### config.mk
export PLATFORM = sky130hd
export DESIGN_NAME = pitch_tone_sequencer_flat
export DESIGN_NICKNAME = d
export VERILOG_FILES = /design/src/rtl/pitch_tone_sequencer_if.sv /design/src/rtl/pitch_tone_sequencer.sv /design/src/flat_wrapper.sv
export SDC_FILE = /design/constraint.sdc
export NUM_CORES = 1
export LEC_CHECK = 0
export CAP_MARGIN = 25
export CORE_UTILIZATION = 40
export DETAILED_ROUTE_END_ITERATION = 8
export PLACE_DENSITY_LB_ADDON = 0.2
export SYNTH_ARGS = -nofsm -noshare
export SYNTH_HDL_FRONTEND = slang
export SYNTH_SLANG_ARGS = --single-unit
### constraint.sdc
create_clock -name clock -period 2.1 [get_ports clock]
set_clock_uncertainty 0.15 [all_clocks]
set_input_delay 0.315 -clock clock [delete_from_list [all_inputs] [get_ports clock]]
set_output_delay 0.315 -clock clock [all_outputs]
set_load 0.005 [all_outputs]
### src/rtl/pitch_tone_sequencer_if.sv
// Request handshake between the tone requesters (lesson controller on A,
// scoring logic on B) and the tone sequencer.
interface pitch_tone_sequencer_if;
  logic        a_valid;
  logic [2:0]  a_frq;
  logic [11:0] a_dur;
  logic        a_ready;
  logic        b_valid;
  logic [2:0]  b_frq;
  logic [11:0] b_dur;
  logic        b_ready;

  modport master (
    output a_valid, a_frq, a_dur, b_valid, b_frq, b_dur,
    input  a_ready, b_ready
  );

  modport slave (
    input  a_valid, a_frq, a_dur, b_valid, b_frq, b_dur,
    output a_ready, b_ready
  );
endinterface

### src/rtl/pitch_tone_sequencer.sv
// Two-port tone sequencer: B beats A, each grant plays frq for dur ms on the
// PWM audio generator, then holds a silent gap of GAP_MS ms.
module pitch_tone_sequencer #(
  parameter int CLK_HZ   = 100_000_000,
  parameter int TICK_DIV = 100_000,
  parameter int GAP_MS   = 20
) (
  input  logic                         clock,
  input  logic                         resetn,
  pitch_tone_sequencer_if.slave        req,
  input  logic                         abort,
  output logic [2:0]                   frq,
  output logic                         SD,
  output logic                         busy,
  output logic                         owner,
  output logic                         done_a,
  output logic                         done_b,
  output logic                         aborted
);

  localparam int                DIV_W     = $clog2(TICK_DIV);
  localparam logic [DIV_W-1:0]  DIV_LAST  = DIV_W'(TICK_DIV - 1);
  localparam logic [11:0]       GAP_TICKS = 12'(GAP_MS);

  if (TICK_DIV < 2 || CLK_HZ < TICK_DIV) begin : g_bad_params
    $error("pitch_tone_sequencer: TICK_DIV must be >= 2 and <= CLK_HZ");
  end

  typedef enum logic [1:0] {IDLE, PLAY, GAP} state_e;

  state_e             state_q, state_d;
  logic [2:0]         frq_q, frq_d;
  logic               owner_q, owner_d;
  logic               sd_q, sd_d;
  logic               busy_q, busy_d;
  logic [11:0]        ms_left_q, ms_left_d;
  logic [DIV_W-1:0]   div_q, div_d;
  logic               done_a_q, done_a_d;
  logic               done_b_q, done_b_d;
  logic               aborted_q, aborted_d;

  logic               accept_a, accept_b;
  logic [2:0]         sel_frq;
  logic [11:0]        sel_dur;
  logic               tick;
  logic               finish;

  assign req.b_ready = (state_q == IDLE) && !abort;
  assign req.a_ready = (state_q == IDLE) && !abort && !req.b_valid;

  assign accept_b = req.b_valid && req.b_ready;
  assign accept_a = req.a_valid && req.a_ready;
  assign sel_frq  = accept_b ? req.b_frq : req.a_frq;
  assign sel_dur  = accept_b ? req.b_dur : req.a_dur;
  assign tick     = (div_q == DIV_LAST);

  // NOTE: every *_d gets a default before the case so no path leaves it
  // unassigned; a missing default here would infer a latch.
  always_comb begin
    state_d   = state_q;
    frq_d     = frq_q;
    owner_d   = owner_q;
    sd_d      = sd_q;
    busy_d    = busy_q;
    ms_left_d = ms_left_q;
    div_d     = div_q;
    done_a_d  = 1'b0;
    done_b_d  = 1'b0;
    aborted_d = 1'b0;
    finish    = 1'b0;

    if (state_q != IDLE && abort) begin
      state_d   = IDLE;
      sd_d      = 1'b0;
      busy_d    = 1'b0;
      aborted_d = 1'b1;
      ms_left_d = '0;
      div_d     = '0;
    end else begin
      unique case (state_q)
        IDLE: begin
          if (accept_a || accept_b) begin
            owner_d   = accept_b;
            frq_d     = sel_frq;
            ms_left_d = sel_dur;
            div_d     = '0;
            if (sel_dur != '0) begin
              state_d = PLAY;
              sd_d    = 1'b1;
              busy_d  = 1'b1;
            end else begin
              done_a_d = !accept_b;
              done_b_d = accept_b;
            end
          end
        end
        PLAY, GAP: begin
          if (tick) begin
            div_d     = '0;
            ms_left_d = ms_left_q - 12'd1;
            if (ms_left_q == 12'd1) begin
              sd_d = 1'b0;
              // A finished tone enters the gap with the gap length reloaded.
              if (state_q == PLAY && GAP_MS > 0) begin
                state_d   = GAP;
                ms_left_d = GAP_TICKS;
              end else begin
                finish = 1'b1;
              end
            end
          end else begin
            div_d = div_q + DIV_W'(1);
          end
        end
        default: state_d = IDLE;
      endcase
    end

    if (finish) begin
      state_d  = IDLE;
      busy_d   = 1'b0;
      done_a_d = !owner_q;
      done_b_d = owner_q;
    end
  end

  // NOTE: sequential state uses non-blocking assignment so every flop samples
  // the same pre-edge *_d values. All flops here are control, so all reset.
  always_ff @(posedge clock or negedge resetn) begin
    if (!resetn) begin
      state_q   <= IDLE;
      frq_q     <= '0;
      owner_q   <= 1'b0;
      sd_q      <= 1'b0;
      busy_q    <= 1'b0;
      ms_left_q <= '0;
      div_q     <= '0;
      done_a_q  <= 1'b0;
      done_b_q  <= 1'b0;
      aborted_q <= 1'b0;
    end else begin
      state_q   <= state_d;
      frq_q     <= frq_d;
      owner_q   <= owner_d;
      sd_q      <= sd_d;
      busy_q    <= busy_d;
      ms_left_q <= ms_left_d;
      div_q     <= div_d;
      done_a_q  <= done_a_d;
      done_b_q  <= done_b_d;
      aborted_q <= aborted_d;
    end
  end

  assign frq     = frq_q;
  assign SD      = sd_q;
  assign busy    = busy_q;
  assign owner   = owner_q;
  assign done_a  = done_a_q;
  assign done_b  = done_b_q;
  assign aborted = aborted_q;

endmodule

### src/flat_wrapper.sv
// flat-port wrapper written by rule: the top's interface ports become plain ports
module pitch_tone_sequencer_flat 
#(
  parameter int CLK_HZ   = 100_000_000,
  parameter int TICK_DIV = 100_000,
  parameter int GAP_MS   = 20
)
  (clock, resetn, abort, frq, SD, busy, owner, done_a, done_b, aborted, req_a_valid, req_a_frq, req_a_dur, req_b_valid, req_b_frq, req_b_dur, req_a_ready, req_b_ready);
  pitch_tone_sequencer_if req_i ();
  input  logic clock;
  input  logic resetn;
  input  logic abort;
  output logic [2:0] frq;
  output logic SD;
  output logic busy;
  output logic owner;
  output logic done_a;
  output logic done_b;
  output logic aborted;
  input wire logic [$bits(req_i.a_valid)-1:0] req_a_valid;
  input wire logic [$bits(req_i.a_frq)-1:0] req_a_frq;
  input wire logic [$bits(req_i.a_dur)-1:0] req_a_dur;
  input wire logic [$bits(req_i.b_valid)-1:0] req_b_valid;
  input wire logic [$bits(req_i.b_frq)-1:0] req_b_frq;
  input wire logic [$bits(req_i.b_dur)-1:0] req_b_dur;
  output wire logic [$bits(req_i.a_ready)-1:0] req_a_ready;
  output wire logic [$bits(req_i.b_ready)-1:0] req_b_ready;
  assign req_i.a_valid = req_a_valid;
  assign req_i.a_frq = req_a_frq;
  assign req_i.a_dur = req_a_dur;
  assign req_i.b_valid = req_b_valid;
  assign req_i.b_frq = req_b_frq;
  assign req_i.b_dur = req_b_dur;
  assign req_a_ready = req_i.a_ready;
  assign req_b_ready = req_i.b_ready;
  pitch_tone_sequencer #(.CLK_HZ(CLK_HZ), .TICK_DIV(TICK_DIV), .GAP_MS(GAP_MS)) u_core (.clock(clock), .resetn(resetn), .req(req_i), .abort(abort), .frq(frq), .SD(SD), .busy(busy), .owner(owner), .done_a(done_a), .done_b(done_b), .aborted(aborted));
endmodule
Word level (Yosys, flattened, before mapping)
Index checks and enable logic that the tools add are counted.
{"block": "op_classes", "n_addsub": 2, "reduce_logical": 24, "bitwise_logic": 1, "n_eq_ne": 13, "muxes": 45}
{"cell": "12-bit 2-to-1 mux", "n": 6}
{"cell": "17-bit 2-to-1 mux", "n": 3}
{"cell": "17-bit case mux with 2 select lines", "n": 1}
{"cell": "1-bit 2-to-1 mux", "n": 24}
{"cell": "12-bit case mux with 2 select lines", "n": 1}
{"cell": "17-bit by 1-bit adder with 17-bit output (second input constant)", "n": 1}
{"cell": "17-bit equality test (second input constant)", "n": 1}
{"cell": "2-bit 2-to-1 mux", "n": 7}
{"cell": "12-bit by 1-bit equality test with 1-bit output (second input constant)", "n": 1}
{"cell": "4-bit by 1-bit inequality test with 1-bit output (second input constant)", "n": 3}
{"cell": "12-bit nonzero test", "n": 1}
{"cell": "3-bit nonzero test", "n": 4}
{"cell": "12-bit by 1-bit subtractor with 12-bit output (second input constant)", "n": 1}
{"cell": "5-bit AND reduction", "n": 2}
{"cell": "3-bit AND reduction", "n": 3}
{"cell": "4-bit by 3-bit inequality test with 1-bit output (second input constant)", "n": 2}
{"cell": "3-bit by 1-bit inequality test with 1-bit output (second input constant)", "n": 2}
{"cell": "3-bit inequality test (second input constant)", "n": 2}
{"cell": "1-bit logical AND", "n": 5}
{"cell": "1-bit zero test", "n": 4}
{"cell": "2-bit case mux with 2 select lines", "n": 1}
{"cell": "3-bit 2-to-1 mux", "n": 1}
{"cell": "2-bit by 1-bit equality test with 1-bit output (second input constant)", "n": 1}
{"cell": "2-bit equality test (second input constant)", "n": 1}
{"cell": "other kinds (7)", "n": 7}
{"block": "totals", "wordCells": 95, "input_bits": 35, "register_bits": 40}

Logic depth before layout (Yosys ltp)
{"block": "depth", "ltp_word": 10, "mapped_depth": 10, "ltp_nobuf": 8}

Least setup slack after synthesis
Ideal clock, no wire load.
{"block": "synth_path", "path_type": "reg-to-reg", "startpoint": "register u_core.state_q[0]", "endpoint": "register u_core.div_q[14]", "synth_period_minus_slack_ps": 2182, "stages_incl_launch_ff": 10, "required_ps": 1831, "t_arrival_ps": 1913, "path_slack_ps": -82, "path_buffers": 2, "path_cell_list": "dfrtp_1 -> inv_1 -> ha_1 -> buf_2 -> inv_1 -> mux2_2 -> buf_2 -> nor4_1 -> xnor2_1 -> nor2_1"}
{"block": "synth_via", "elab_chain_cells": 7, "elab_cells_between_ends": 16, "cone_classes": "eq/ne: 3; mux: 2; reduce/logical: 11"}
{"element": "start, declared", "line": "pitch_tone_sequencer.sv:31", "rtl": "state_e state_q, state_d;"}
{"element": "start signal, assigned", "line": "pitch_tone_sequencer.sv:142", "rtl": "state_q <= state_d;"}
{"element": "2-bit zero test", "line": "pitch_tone_sequencer.sv:48, pitch_tone_sequencer.sv:49, pitch_tone_sequencer.sv:80"}
{"element": "1-bit logical AND", "line": "pitch_tone_sequencer.sv:48, pitch_tone_sequencer.sv:49"}
{"element": "1-bit logical AND", "line": "pitch_tone_sequencer.sv:49", "rtl": "assign req.a_ready = (state_q == IDLE) && !abort && !req.b_valid;"}
{"element": "1-bit logical AND", "line": "pitch_tone_sequencer.sv:52", "rtl": "assign accept_a = req.a_valid && req.a_ready;"}
{"element": "1-bit logical OR", "line": "pitch_tone_sequencer.sv:82", "rtl": "if (accept_a || accept_b) begin"}
{"element": "3-bit inequality test (no source line)"}
{"element": "2-bit AND reduction (no source line)"}
{"element": "end signal, assigned", "line": "pitch_tone_sequencer.sv:148", "rtl": "div_q <= div_d;"}
{"element": "end, declared", "line": "pitch_tone_sequencer.sv:37", "rtl": "logic [DIV_W-1:0] div_q, div_d;"}
Parallel ways exist; a longest one is shown, timed or not.
A chain may end at the register's enable or synchronous reset.

Worst setup path in the final report
{"block": "layout_path", "startpoint": "register u_core.div_q[5]", "endpoint": "register u_core.ms_left_q[11]"}
{"block": "layout_via", "elab_chain_cells": 3}
{"element": "17-bit equality test", "line": "pitch_tone_sequencer.sv:55", "rtl": "assign tick = (div_q == DIV_LAST);"}
{"element": "3-bit by 1-bit inequality test with 1-bit output (no source line)"}
{"element": "3-bit AND reduction (no source line)"}
{"element": "end signal, assigned", "line": "pitch_tone_sequencer.sv:147", "rtl": "ms_left_q <= ms_left_d;"}
{"element": "end, declared", "line": "pitch_tone_sequencer.sv:36", "rtl": "logic [11:0] ms_left_q, ms_left_d;"}
Every way passes these cells.

==> run_results.csv <==
group,metric,value,unit
status,outcome,"complete, but fails checks",
status,violations,"DRC, setup timing",
worst_setup_path,startpoint_type,"flip-flop",
worst_setup_path,timing.critical_path.from,"u_core.div_q[5]",
worst_setup_path,crit_path_end_kind,"flip-flop",
final_layout,drive_above_1_share,0.325,
pwr,peakVddDrop,0.000897,V
drt,drc,6,
worst_setup_path,critPathMaxFanout,4,
synth,syn_inst,292,
synth,synthArstFlopShare,1.00,
hold_path,hp-class,"reg -> reg",
floorplanning,die-area,0.00706,sq mm
global_routing,grt_usage,0.240,
synth,yosys.area_share.simple,0.276,
timing,slew_viol_final,0,
synth,synth_compound_area_frac,0.166,
synth,yosysMostFrequentCell,"dfrtp_1",
timing,rsz0062_at_grt,"true",
synth,yosysUniqueCellTypes,56,
final_layout,fin_nets,447,
synth,synthMuxAreaShare,0.0814,
timing,post-route-min-period,2150,ps
timing,hold_violations,0,
drt,drt_first_pass_iters,8,
synth,synth_edf_count,0,
cts,cts-buffers-inserted,5,
timing,maxSlewHeadroom,0.642,
worst_setup_path,setup.worst_path.class,"reg -> reg",
synth,ys.flop_type,"dfrtp_1",
synth,synth_fp_nets,334,
timing,layout_setup_ws,-52.7,ps
global_routing,grt_pass1_wl,13300,um
cts,cts_tree,"built",
timing,setup_viol,9,
synth,yosysSeqAreaShare,0.372,
drt,wl_per_cell,16.9,um
synth,yosys-top-cells-area,"dfrtp_1, mux2i_1, nor2_1",
synth,synth_top_area_cell,"dfrtp_1",
timing,max_freq,465,MHz
pwr,leakage,1.85,nW
pwr,p_per_area,1350,mW/mm^2
worst_setup_path,r2r_slack,-50,ps
synth,synth_seq_cells,40,
synth,yosysWarningCount,0,
synth,synth_xor_area_frac,0.0325,
cts,cts.clk_slew.worst_paths,90,ps
cts,clock_path_buffers,2,
drt,drtIter0Drc,125,
worst_setup_path,r2r-end,"u_core.ms_left_q[11]",
final_layout,fillers,540,
synth,ys_top_cells_by_count,"dfrtp_1, nor2_1, nand2_1",
placement,dp.final_hpwl,5840,um
global_routing,grt_pass1_vias,2725,
floorplanning,dieWidth,84.0,um
drt,viasPerCell,5.76,
drt,vias,2782,
synth,synthAdderAreaFrac,0.0325,
worst_setup_path,crit_arrival,2200,ps
floorplanning,die_h,84.0,um
drt,ant_nets,0,
final_layout,area_growth,51.9,%
worst_setup_path,reg2reg_depth,7,
cts,htree_levels,2,
synth,syn_avg_cell_area,9.22,sq um
placement,gp_congestion,0.854,
timing,worstMarginPinSlew,537,ps
final_layout,diodes,0,
cts,clock_latency,300,ps
global_routing,antenna_found_initial,0,
global_routing,overflow,0,
synth,synthDominantCellAreaShare,0.372,
job,drv_cap,0,
global_routing,grt_max_degree,22,
floorplanning,num_io_pins,46,
worst_setup_path,endpoint,"u_core.ms_left_q[11]",
cts,root_buffer,"clkbuf_8",
synth,netlist_area,0.00269,sq mm
floorplanning,rows,29,
drt,totalWireLength,8180,um
hold_path,hold_depth,2,
pwr,p_total,5.53,mW
floorplanning,fp.coreArea,0.00642,sq mm
timing,finalCritPeriodShare,1.03,
final_layout,fin_util,0.636,
cts,clock-sinks,40,
worst_setup_path,rr_startpoint,"u_core.div_q[5]",
placement,numPortBuffers,45,
floorplanning,initial_core_util,0.419,
worst_setup_path,cp.required,2150,ps
synth,synth_top_family_by_area,"simple AND/OR/NAND/NOR gates",
## layout by cell type, fill, tap and decap left out, types with 11 or more instances in the layout
master           synthesis  routed
buf_4                    1      62
clkdlybuf4s50_1          0      42
dfrtp_1                 40      40
nor2_1                  30      29
nand2_1                 21      20
mux2i_1                 17      16
nand3_1                 14      13
nand4_1                 11      11
## worst max-delay path, stage by stage (launching register included)
cell and delay [ps]:
dfrtp_1 410, or4_4 550, nor4_4 190, buf_4 170
a21oi_4 90, buf_6 140, a211o_1 230, o2bb2ai_2 120
## power by group
part / internal [mW] / leakage, nW / total, mW / switching (mW)
Combinational: 1.93 / 1.27 / 3.84 / 1.91
Clock: 0.232 / 0.0479 / 0.533 / 0.301
Sequential: 0.975 / 0.529 / 1.15 / 0.179
Total: 3.14 / 1.85 / 5.53 / 2.39
## cell families (layout without fill, tap and decap cells)
logic type,Yosys count,in the layout
AND/OR/NAND/NOR,129,129
AO/OA/AOI/OAI,60,60
multiplexers,21,21
adder cells (fa/ha/maj),7,7
flip-flops,40,40
buffers and inverters,25,139
XOR/XNOR,10,10
## area by class of cell
class	instances	area, sq um	area share
sequential	40	1000	0.245
clock inverter	3	18.8	0.00459
timing repair buffer	119	1070	0.261
clock buffer	5	68.8	0.0168
tap	77	96.3	0.0236
inverter	12	45.0	0.0110
multi-input combinational	227	1790	0.438
## per-layer routing
metal	GRT usage	routed length, um	vias up
li1	-	-	1324
met1	0.332	3740	1394
met2	0.396	4040	57
met3	0.0346	336	7
met4	0.0580	74	0
met5	0	0	-
## flip-flops by register name (all words and copies together), names as in the netlist
signal and cells:
u_core.SD 1, u_core.aborted 1, u_core.busy 1, u_core.div_q 17, u_core.done_a 1, u_core.done_b 1
u_core.frq 3, u_core.ms_left_q 12, u_core.owner 1, u_core.state_q 2
## timing repair
item	in CTS	in global routing
hold buffers	1	0
setup buffers	5	6
gates resized for setup	17	32
hold endpoints to repair	19	0
cloned	1	0
pin swaps	3	11
endpoints found under the setup margin	20	23
## worst min-delay path by stage
stage,to,from
after floorplan,u_core.SD,resetn
after global placement,u_core.ms_left_q[7],resetn
after detailed placement,u_core.ms_left_q[5],resetn
after CTS,u_core.frq[2],u_core.frq[2]
after global routing,u_core.frq[2],u_core.frq[2]
final,u_core.frq[0],u_core.frq[0]
## stage by stage
stage / setup TNS (ps) / worst slack (ps) / instances / hold WS [ps] / area [sq um]
6_report: -302 / -52.7 / 483 / 337 / 4090
5_1_grt: -948 / -94.1 / 483 / 369 / 4090
4_1_cts: -561 / -81.4 / 478 / 338 / 3910
3_5_place_dp: -2850 / -175 / 463 / 166 / 3700
3_3_place_gp: -2150 / -140 / 463 / 166 / 3700
2_1_floorplan: -20.4 / -20.4 / 292 / -131 / 2720
No activity file was read; power rests on OpenSTA's default activity.
